$ cat config.mk
export PLATFORM = sky130hd
export DESIGN_NAME = mux_arb_reg_flat
export DESIGN_NICKNAME = d
export VERILOG_FILES = /design/src/rtl/mux_pkg.sv /design/src/rtl/mux_arb_reg_if.sv /design/src/rtl/rr_arbiter.sv /design/src/rtl/mux_arb_reg.sv /design/src/flat_wrapper.sv
export SDC_FILE = /design/constraint.sdc
export NUM_CORES = 1
export LEC_CHECK = 0
export ABC_AREA = 1
export BUFFER_PORTS_ARGS = -buffer_cell sky130_fd_sc_hd__buf_2
export CAP_MARGIN = 10
export CORE_ASPECT_RATIO = 1.2
export CORE_MARGIN = 5
export CORE_UTILIZATION = 35
export CTS_CLUSTER_DIAMETER = 80
export DETAILED_ROUTE_END_ITERATION = 7
export PLACE_DENSITY = 0.6
export SETUP_SLACK_MARGIN = 0.3
export SYNTH_ARGS = -nofsm -noshare
export SYNTH_HDL_FRONTEND = slang
export SYNTH_HIERARCHICAL = 1
export SYNTH_SLANG_ARGS = --single-unit
$ cat constraint.sdc
create_clock -name clk -period 5.2 [get_ports clk]
set_clock_uncertainty 0.1 [all_clocks]
set_input_delay 1.56 -clock clk [delete_from_list [all_inputs] [get_ports clk]]
set_output_delay 1.56 -clock clk [all_outputs]
set_load 0.1 [all_outputs]
$ cat src/rtl/mux_pkg.sv
// Shared constants and the width helper for the registered channel multiplexer.
package mux_pkg;

  localparam logic MODE_FIXED = 1'b0;
  localparam logic MODE_RR    = 1'b1;

  function automatic int clog2(input int value);
    int r;
    r = 32'sd0;
    while ((32'sd1 << r) < value) begin
      r = r + 32'sd1;
    end
    return r;
  endfunction

endpackage

$ cat src/rtl/mux_arb_reg_if.sv
// Channel-side and downstream-side handshake bundle of mux_arb_reg.
interface mux_arb_reg_if #(
  parameter int W  = 8,
  parameter int N  = 4,
  parameter int SW = mux_pkg::clog2(N)
) ();

  logic [N*W-1:0] in_data;
  logic [N-1:0]   in_valid;
  logic [N-1:0]   in_ready;
  logic           mode;
  logic [SW-1:0]  sel;
  logic [W-1:0]   out_data;
  logic           out_valid;
  logic           out_ready;
  logic [SW-1:0]  out_ch;

  modport master (
    output in_data, in_valid, mode, sel, out_ready,
    input  in_ready, out_data, out_valid, out_ch
  );

  modport slave (
    input  in_data, in_valid, mode, sel, out_ready,
    output in_ready, out_data, out_valid, out_ch
  );

endinterface

$ cat src/rtl/rr_arbiter.sv
// Combinational rotate-priority arbiter: the first requester after ptr wins.
module rr_arbiter import mux_pkg::*; #(
  parameter int N  = 4,
  parameter int SW = clog2(N)
) (
  input  logic [N-1:0]  req,
  input  logic [SW-1:0] ptr,
  output logic [N-1:0]  grant,
  output logic [SW-1:0] idx,
  output logic          any
);

  // Search ptr+1, ptr+2, ... wrapping modulo N; ptr itself is searched last.
  always_comb begin
    grant = '0;
    idx   = '0;
    any   = 1'b0;
    for (int k = 1; k <= N; k++) begin
      if (!any && req[(int'(ptr) + k) % N]) begin
        any                           = 1'b1;
        idx                           = SW'((int'(ptr) + k) % N);
        grant[(int'(ptr) + k) % N]    = 1'b1;
      end else begin
        any = any;
      end
    end
  end

endmodule

$ cat src/rtl/mux_arb_reg.sv
// N-channel mux with fixed or round-robin selection into a single output register.
module mux_arb_reg import mux_pkg::*; #(
  parameter int W  = 8,
  parameter int N  = 4,
  parameter int SW = clog2(N)
) (
  input logic          clk,
  input logic          rst,
  mux_arb_reg_if.slave bus
);

  logic [N-1:0]  fix_grant_s;
  logic [N-1:0]  rr_grant_s;
  logic [N-1:0]  grant_s;
  logic [SW-1:0] rr_idx_s;
  logic [SW-1:0] idx_s;
  logic          rr_any_s;
  logic          any_s;
  logic          load_en_s;
  logic          xfer_in_s;
  logic [W-1:0]  word_s;

  logic [W-1:0]  out_data_q, out_data_d;
  logic [SW-1:0] out_ch_q, out_ch_d;
  logic [SW-1:0] ptr_q, ptr_d;
  logic          out_valid_q, out_valid_d;

  rr_arbiter #(.N(N), .SW(SW)) u_arb (
    .req   (bus.in_valid),
    .ptr   (ptr_q),
    .grant (rr_grant_s),
    .idx   (rr_idx_s),
    .any   (rr_any_s)
  );

  // Grant selection, data mux and handshake; an out-of-range sel matches no channel.
  always_comb begin
    fix_grant_s = '0;
    for (int i = 0; i < N; i++) begin
      fix_grant_s[i] = bus.in_valid[i] & (bus.sel == SW'(i));
    end
    if (bus.mode == MODE_RR) begin
      grant_s = rr_grant_s;
      idx_s   = rr_idx_s;
      any_s   = rr_any_s;
    end else begin
      grant_s = fix_grant_s;
      idx_s   = bus.sel;
      any_s   = |fix_grant_s;
    end
    load_en_s = ~out_valid_q | bus.out_ready;
    xfer_in_s = any_s & load_en_s & ~rst;
    word_s    = '0;
    for (int i = 0; i < N; i++) begin
      if (idx_s == SW'(i)) begin
        word_s = bus.in_data[i*W +: W];
      end else begin
        word_s = word_s;
      end
    end
  end

  // Next state of the output register and round-robin pointer.
  always_comb begin
    out_data_d  = out_data_q;
    out_ch_d    = out_ch_q;
    out_valid_d = out_valid_q;
    ptr_d       = ptr_q;
    if (xfer_in_s) begin
      out_data_d  = word_s;
      out_ch_d    = idx_s;
      out_valid_d = 1'b1;
      if (bus.mode == MODE_RR) begin
        ptr_d = idx_s;
      end else begin
        ptr_d = ptr_q;
      end
    end else if (out_valid_q & bus.out_ready) begin
      out_valid_d = 1'b0;
    end else begin
      out_valid_d = out_valid_q;
    end
  end

  // State registers; reset leaves ptr at N-1 so channel 0 is searched first.
  always_ff @(posedge clk or posedge rst) begin
    if (rst) begin
      out_data_q  <= '0;
      out_ch_q    <= '0;
      out_valid_q <= 1'b0;
      ptr_q       <= SW'(N - 1);
    end else begin
      out_data_q  <= out_data_d;
      out_ch_q    <= out_ch_d;
      out_valid_q <= out_valid_d;
      ptr_q       <= ptr_d;
    end
  end

  // Drive the bundle outputs.
  always_comb begin
    bus.in_ready  = grant_s & {N{xfer_in_s}};
    bus.out_data  = out_data_q;
    bus.out_valid = out_valid_q;
    bus.out_ch    = out_ch_q;
  end

endmodule
$ cat src/flat_wrapper.sv
// flat-port wrapper written by rule: the top's interface ports become plain ports
module mux_arb_reg_flat import mux_pkg::*;
#(
  parameter int W  = 8,
  parameter int N  = 4,
  parameter int SW = clog2(N)
)
  (clk, rst, bus_in_data, bus_in_valid, bus_mode, bus_sel, bus_out_ready, bus_in_ready, bus_out_data, bus_out_valid, bus_out_ch);
  mux_arb_reg_if #(.W(W), .N(N), .SW(SW)) bus_i ();
  input logic clk;
  input logic rst;
  input wire logic [$bits(bus_i.in_data)-1:0] bus_in_data;
  input wire logic [$bits(bus_i.in_valid)-1:0] bus_in_valid;
  input wire logic [$bits(bus_i.mode)-1:0] bus_mode;
  input wire logic [$bits(bus_i.sel)-1:0] bus_sel;
  input wire logic [$bits(bus_i.out_ready)-1:0] bus_out_ready;
  output wire logic [$bits(bus_i.in_ready)-1:0] bus_in_ready;
  output wire logic [$bits(bus_i.out_data)-1:0] bus_out_data;
  output wire logic [$bits(bus_i.out_valid)-1:0] bus_out_valid;
  output wire logic [$bits(bus_i.out_ch)-1:0] bus_out_ch;
  assign bus_i.in_data = bus_in_data;
  assign bus_i.in_valid = bus_in_valid;
  assign bus_i.mode = bus_mode;
  assign bus_i.sel = bus_sel;
  assign bus_i.out_ready = bus_out_ready;
  assign bus_in_ready = bus_i.in_ready;
  assign bus_out_data = bus_i.out_data;
  assign bus_out_valid = bus_i.out_valid;
  assign bus_out_ch = bus_i.out_ch;
  mux_arb_reg #(.W(W), .N(N), .SW(SW)) u_core (.clk(clk), .rst(rst), .bus(bus_i));
endmodule
==> results.sh, run 1 <==
export IMPL_status="finished clean"
export IMPL_hold_buffers=0
export IMPL_grt_ovfl_total=0
export IMPL_max_slew_margin_rel=0.618
export IMPL_grt_pass1_wl_um=6650
export IMPL_synth_seq_cells=13
export IMPL_cts_made_buffers=3
export IMPL_yosysMostFrequentCell="nand2_1"
export IMPL_p_per_area_nw_per_um2=708
export IMPL_drt_iter0_drc=66
export IMPL_syn_cell_area_um2=1500
export IMPL_synth_top_family_by_area="simple AND/OR/NAND/NOR gates"
export IMPL_vias_per_cell=4.97
export IMPL_setup_violations=0
export IMPL_htreeDepth=1
export IMPL_place_inst=326
export IMPL_post_route_util=0.448
export IMPL_synthMuxAreaShare=0
export IMPL_num_vias=1641
export IMPL_synthSimpleGateAreaFrac=0.483
export IMPL_startpoint_type="input pin"
export IMPL_initial_utilization=0.357
export IMPL_maxCapViolCount=0
export IMPL_routed_top_layer="met3"
export IMPL_slew_violations=0
export IMPL_cts_tree="built"
export IMPL_gp_congestion=0.849
export IMPL_r2r_slack_ns=1.95
export IMPL_wl_met3_um=192
export IMPL_syn_to_final_growth_pct=25.4
export IMPL_final_nets=325
export IMPL_hold_class="reg2reg"
export IMPL_netlist_area_leader_share=0.184
export IMPL_dieArea_um2=5700
export IMPL_netlist_top_cells_count="nand2_1 (50), nand3_1 (45), nor2_1 (20), o21ai_0 (16), dfrtp_1 (11)"
export IMPL_yosys_area_share_xor_xnor=0
export IMPL_grt_pass1_vias=1541
export IMPL_r2r_start="u_core/ptr_q[0]"
export IMPL_yosys_warnings=6
export IMPL_r2r_cells=15
export IMPL_synth_async_reset_ratio=1.00
export IMPL_design_core_area_um2=4200
export IMPL_rows=26
export IMPL_io_pins=57
export IMPL_tightest_slew_ns=0.573
export IMPL_seqCellArea_um2=328
export IMPL_fin_crit_ns=4.74
export IMPL_rr_endpoint="u_core/bus.out_data[3]"
export IMPL_synth_avg_cell_area_um2=6.75
export IMPL_crit_arrival_ns=3.08
export IMPL_grt_max_degree=22
export IMPL_hold_path_end="u_core/bus.out_data[0]"
export IMPL_dp_hpwl_um=3310
export IMPL_end_kind="primary output"
export IMPL_synth_nets=272
export IMPL_track_usage=0.141
export IMPL_finalHoldViolations=0
export IMPL_fin_crit_sh=0.911
export IMPL_antenna_found_initial=0
export IMPL_synthDistinctLibCells=26
export IMPL_rsz0062_at_grt="no"
export IMPL_multi_input_area_um2=1040
export IMPL_whs_path_depth=2
export IMPL_clk_path_buf_depth=2
export IMPL_synth_cells=222
export IMPL_wl_met2_um=2030
export IMPL_cts_resized=0
export IMPL_fmax_mhz=211
export IMPL_synth_fa_ha_area_frac=0.0668
export IMPL_num_fill_cells=466
export IMPL_diodes=0
export IMPL_die_w_um=69.7
export IMPL_ys_seq_area_frac=0.219
export IMPL_m1WireLength_um=1900
export IMPL_drt_wl_total_um=4120
export IMPL_instances_no_fill=330
export IMPL_cts_sinks=13
export IMPL_wl_per_cell_um=12.5
export IMPL_dr_pass1_iters=4
export IMPL_p_leak_nw=0.965
export IMPL_power_mw=1.33
export IMPL_path_class="in2out"
export IMPL_clkLatencyLatePin_ns=0.24
export IMPL_cts_root_buf="clkbuf_8"
export IMPL_fin_tns_setup_ns=0
export IMPL_cts_setup_buffers=0
export IMPL_ir_worst_vdd_uv=260
export IMPL_ant_nets=0
export IMPL_drive_above_1_share=0.376
export IMPL_dieHeight_um=81.7
export IMPL_yosys_most_used_dff="dfrtp_1"
export IMPL_startpoint="bus_in_valid[1]"
export IMPL_synth_compound_area_frac=0.133
export IMPL_crit_required_ns=3.54
export IMPL_synth_edff_count=0
export IMPL_path_max_fanout=12
export IMPL_synth_area_leaders="dfrtp_1 (18%), nand3_1 (15%), nand2_1 (13%), ha_1 (6.7%), o21ai_0 (5.3%)"
export IMPL_drc=0
export IMPL_clk_pin_slew_ns=0.06
export IMPL_io_buffers=56
export IMPL_hp_start="u_core/bus.out_data[0]"
export IMPL_synth_top_area_cell="dfrtp_1"
cell usage in the layout (no fill, tap or decap), types with 2 or more instances in the layout:
cell	synthesis	layout
a21boi_0	4	4
a21oi_1	8	8
buf_2	2	55
clkbuf_8	0	3
dfrtp_1	11	11
dfstp_2	2	2
ha_1	8	8
inv_1	9	4
inv_2	4	5
inv_4	1	3
nand2_1	50	49
nand2_2	6	6
nand2_4	5	6
nand3_1	45	45
nand3_4	2	2
nand4_1	6	6
nor2_1	20	17
nor2_2	6	9
nor2_4	2	2
o21ai_0	16	16
o21ai_1	3	3
o21ai_2	2	2
report_power, final:
part | internal, mW | total [mW] | leakage (nW) | switching, mW
Combinational | 0.256 | 1.03 | 0.781 | 0.778
Clock | 0.0528 | 0.0892 | 0.0255 | 0.0364
Sequential | 0.153 | 0.208 | 0.158 | 0.0549
Total | 0.462 | 1.33 | 0.965 | 0.869
per-layer routing:
layer | up-vias | global-route usage
li1 | 856 | -
met1 | 740 | 0.187
met2 | 45 | 0.255
met3 | 0 | 0.0122
met4 | 0 | 0.0230
met5 | - | 0
how the worst max path moves through the flow:
stage / to / depth (start not counted)
3_3_place_gp: bus_in_ready[2] / 11
2_1_floorplan: bus_in_ready[1] / 12
5_1_grt: bus_in_ready[0] / 11
6_report: bus_in_ready[0] / 11
3_5_place_dp: bus_in_ready[0] / 11
4_1_cts: bus_in_ready[0] / 11
sequential cells by signal (all words and copies together) (netlist names):
name / cells
u_core/bus.out_ch: 2
u_core/bus.out_data: 8
u_core/ptr_q: 2
u_core/bus.out_valid: 1
cells by family after synthesis:
group | count (synthesis)
AOI/OAI and AO/OA | 34
and+or+nand+nor | 143
DFF | 13
buffers and inverters | 24
adders and majority gates | 8
stage by stage:
stage | area (um^2) | hold WS (ns) | worst slack [ns]
2_1_floorplan | 1550 | 0.410 | 0.284
3_3_place_gp | 1830 | 0.364 | 0.476
3_5_place_dp | 1830 | 0.367 | 0.456
4_1_cts | 1880 | 0.382 | 0.460
5_1_grt | 1880 | 0.418 | 0.336
6_report | 1880 | 0.376 | 0.461
critical path, cell delays in order:
cell	delay, ns
buf_2	0.15
inv_12	0.06
nand2_1	0.06
nand3_1	0.11
nand2_2	0.07
nor2_4	0.24
nand3_1	0.10
nand3_1	0.09
o21ai_0	0.09
nor2_2	0.12
buf_2	0.42
layout make-up:
type                    instances  area share
inverters                      15      0.0466
multi-input cells             185       0.556
flip-flops and latches         13       0.174
repair buffers                 57       0.161
clock buffers                   3      0.0220
clock inverters                 1     0.00266
well taps                      56      0.0373
No activity file was read; power rests on OpenSTA's default activity.
==> run 2, diff against run 1 <==
- PLACE_DENSITY: 0.6 -> 0.61
- SYNTH_HIERARCHICAL: 1 -> unset
==> run 2 against run 1 <==
  * Non-clock buffer count unchanged
  * Via count rose by 1.5%
  * Sequential power down 3%
  * Sequential share of layout area shrank 0.58 points
==> results.sh, run 2 <==
export IMPL_io_pins=57
export IMPL_p_leak_nw=1.04
export IMPL_num_vias=1666
export IMPL_cts_tree="built"
export IMPL_gp_congestion=0.836
export IMPL_synth_cells=227
export IMPL_die_w_um=69.3
export IMPL_synth_top_area_cell="nand2_1"
export IMPL_io_buffers=56
export IMPL_switchingPower_mw=0.847
export IMPL_grt_max_degree=23
export IMPL_cts_resized=0
export IMPL_post_route_util=0.467
export IMPL_dp_slack_ns=0.449
export IMPL_grt_pass1_vias=1535
export IMPL_dieArea_um2=5630
export IMPL_syn_to_final_growth_pct=31.6
export IMPL_clk_pin_slew_ns=0.06
export IMPL_synthDistinctLibCells=29
export IMPL_synth_nets=277
export IMPL_sw_frac_of_total=0.653
export IMPL_holdWs_ns=0.379
export IMPL_antenna_found_initial=0
export IMPL_drive_above_1_share=0.332
export IMPL_yosys_warnings=0
export IMPL_drt_wl_total_um=4450
export IMPL_crit_arrival_ns=3.12
export IMPL_diodes=0
export IMPL_power_mw=1.30
export IMPL_clk_path_buf_depth=2
export IMPL_drt_iter0_drc=83
export IMPL_p_per_area_nw_per_um2=667
export IMPL_path_max_fanout=14
export IMPL_largest_register_ffs=8
export IMPL_netlist_top_cells_count="nand2_1 (83), inv_1 (22), nand3_1 (17), dfrtp_1 (11), nand4_1 (11)"
export IMPL_synth_async_reset_ratio=1.00
export IMPL_p_int_mw=0.450
export IMPL_yosysMostFrequentCell="nand2_1"
export IMPL_grt_pass1_wl_um=7200
export IMPL_htreeDepth=1
export IMPL_slew_violations=0
export IMPL_vias_per_cell=4.96
export IMPL_end_kind="primary output"
export IMPL_synth_area_leaders="nand2_1 (21%), dfrtp_1 (19%), ha_1 (6.8%), nand3_1 (5.8%), inv_1 (5.6%)"
export IMPL_ys_seq_area_frac=0.222
export IMPL_ir_worst_vdd_uv=316
export IMPL_dp_hpwl_um=3450
export IMPL_hold_buffers=0
export IMPL_cts_root_buf="clkbuf_8"
export IMPL_ant_nets=0
export IMPL_worst_slack_ns=0.420
export IMPL_mostFrequentLayoutCell="nand2_1"
export IMPL_final_cell_mix="nand2_1 (83), buf_2 (52), inv_1 (21)"
export IMPL_grt_ovfl_total=0
export IMPL_fin_crit_ns=4.78
export IMPL_cts_sinks=13
export IMPL_drc=0
export IMPL_clkLatencyLatePin_ns=0.24
export IMPL_track_usage=0.153
export IMPL_hold_class="reg2reg"
export IMPL_status="finished clean"
export IMPL_rows=26
export IMPL_fin_crit_sh=0.919
export IMPL_netlist_area_leader_share=0.211
export IMPL_max_slew_margin_rel=0.668
export IMPL_cts_setup_buffers=0
export IMPL_rsz0062_at_grt="no"
export IMPL_initial_utilization=0.355
export IMPL_synth_avg_cell_area_um2=6.51
export IMPL_pwr_share_clk=0.070
export IMPL_final_nets=331
export IMPL_maxCapViolCount=0
export IMPL_fmax_mhz=209
export IMPL_tightest_slew_ns=0.501
export IMPL_finalHoldViolations=0
export IMPL_combPwrFrac=0.775
export IMPL_path_class="in2out"
export IMPL_seqPwrFrac=0.155
export IMPL_dr_pass1_iters=4
export IMPL_setup_violations=0
export IMPL_yosys_most_used_dff="dfrtp_1"
export IMPL_synth_edff_count=0
export IMPL_crit_required_ns=3.54
export IMPL_startpoint_type="input pin"
export IMPL_design_core_area_um2=4160
export IMPL_syn_cell_area_um2=1480
export IMPL_wl_per_cell_um=13.2
export IMPL_synth_seq_cells=13
export IMPL_cts_made_buffers=3
export IMPL_fin_tns_setup_ns=0
export IMPL_dieHeight_um=81.2
-- run 2: through the flow --
| stage | std cells | area (um^2) |
|---|---|---|
| 2_1_floorplan | 227 | 1540 |
| 3_3_place_gp | 332 | 1900 |
| 3_5_place_dp | 332 | 1900 |
| 4_1_cts | 336 | 1940 |
| 6_report | 336 | 1940 |
| 5_1_grt | 336 | 1940 |
-- run 2: power by group through the flow --
stage               Combinational [mW]  Clock, mW  Sequential [mW]
floorplan                        0.575          0            0.463
global placement                  1.00          0            0.201
detailed placement                1.00          0            0.202
CTS                               1.01     0.0927            0.201
global route                      1.08     0.0972            0.208
finish                            1.00     0.0911            0.201
-- run 2: layout make-up --
type	instances	area, um^2
Inverter	27	110
Multi-Input combinational cell	179	1040
Sequential cell	13	328
Timing Repair Buffer	57	348
Tap cell	56	70.1
Fill cell	474	2220
Clock buffer	3	41.3
Clock inverter	1	5.00
-- run 2: worst max-delay path: stages --
cell	delay (ns)
buf_2	0.10
inv_1	0.05
nand2_1	0.10
nand3_2	0.12
nand2_4	0.15
a21oi_1	0.06
nand4_1	0.08
nand2_1	0.09
inv_2	0.20
o21ai_0	0.19
a31oi_4	0.21
buf_12	0.19
-- run 2: cell families (layout without fill, tap and decap cells) --
group	Yosys count	after routing	share of synthesized area
AND/OR/NAND/NOR	144	144	0.481
adder cells (fa/ha/maj)	8	8	0.0677
flip-flops	13	13	0.222
buffers and inverters	35	88	0.115
AO/OA/AOI/OAI	27	27	0.114
-- run 2: metal layers --
layer,track usage,share of wire
met3,0.0173,0.064
met4,0.0410,0.010
met1,0.190,0.45
met2,0.281,0.47
met5,0,0
-- run 2: final timing paths --
path / startpoint / to / slack [ns] / depth (start not counted)
hold reg to reg: u_core.bus.out_data[7] / u_core.bus.out_data[7] / 0.38 / 2
setup / recovery: bus_in_valid[0] / bus_in_ready[1] / 0.42 / 12
min in group asynchronous: rst / u_core.bus.out_data[0] / 1.16 / 2
setup reg to reg: u_core.ptr_q[1] / u_core.bus.out_data[2] / 2.16 / 15
max in group asynchronous: rst / u_core.ptr_q[1] / 3.58 / 2
hold / removal: u_core.bus.out_data[7] / u_core.bus.out_data[7] / 0.38 / 2
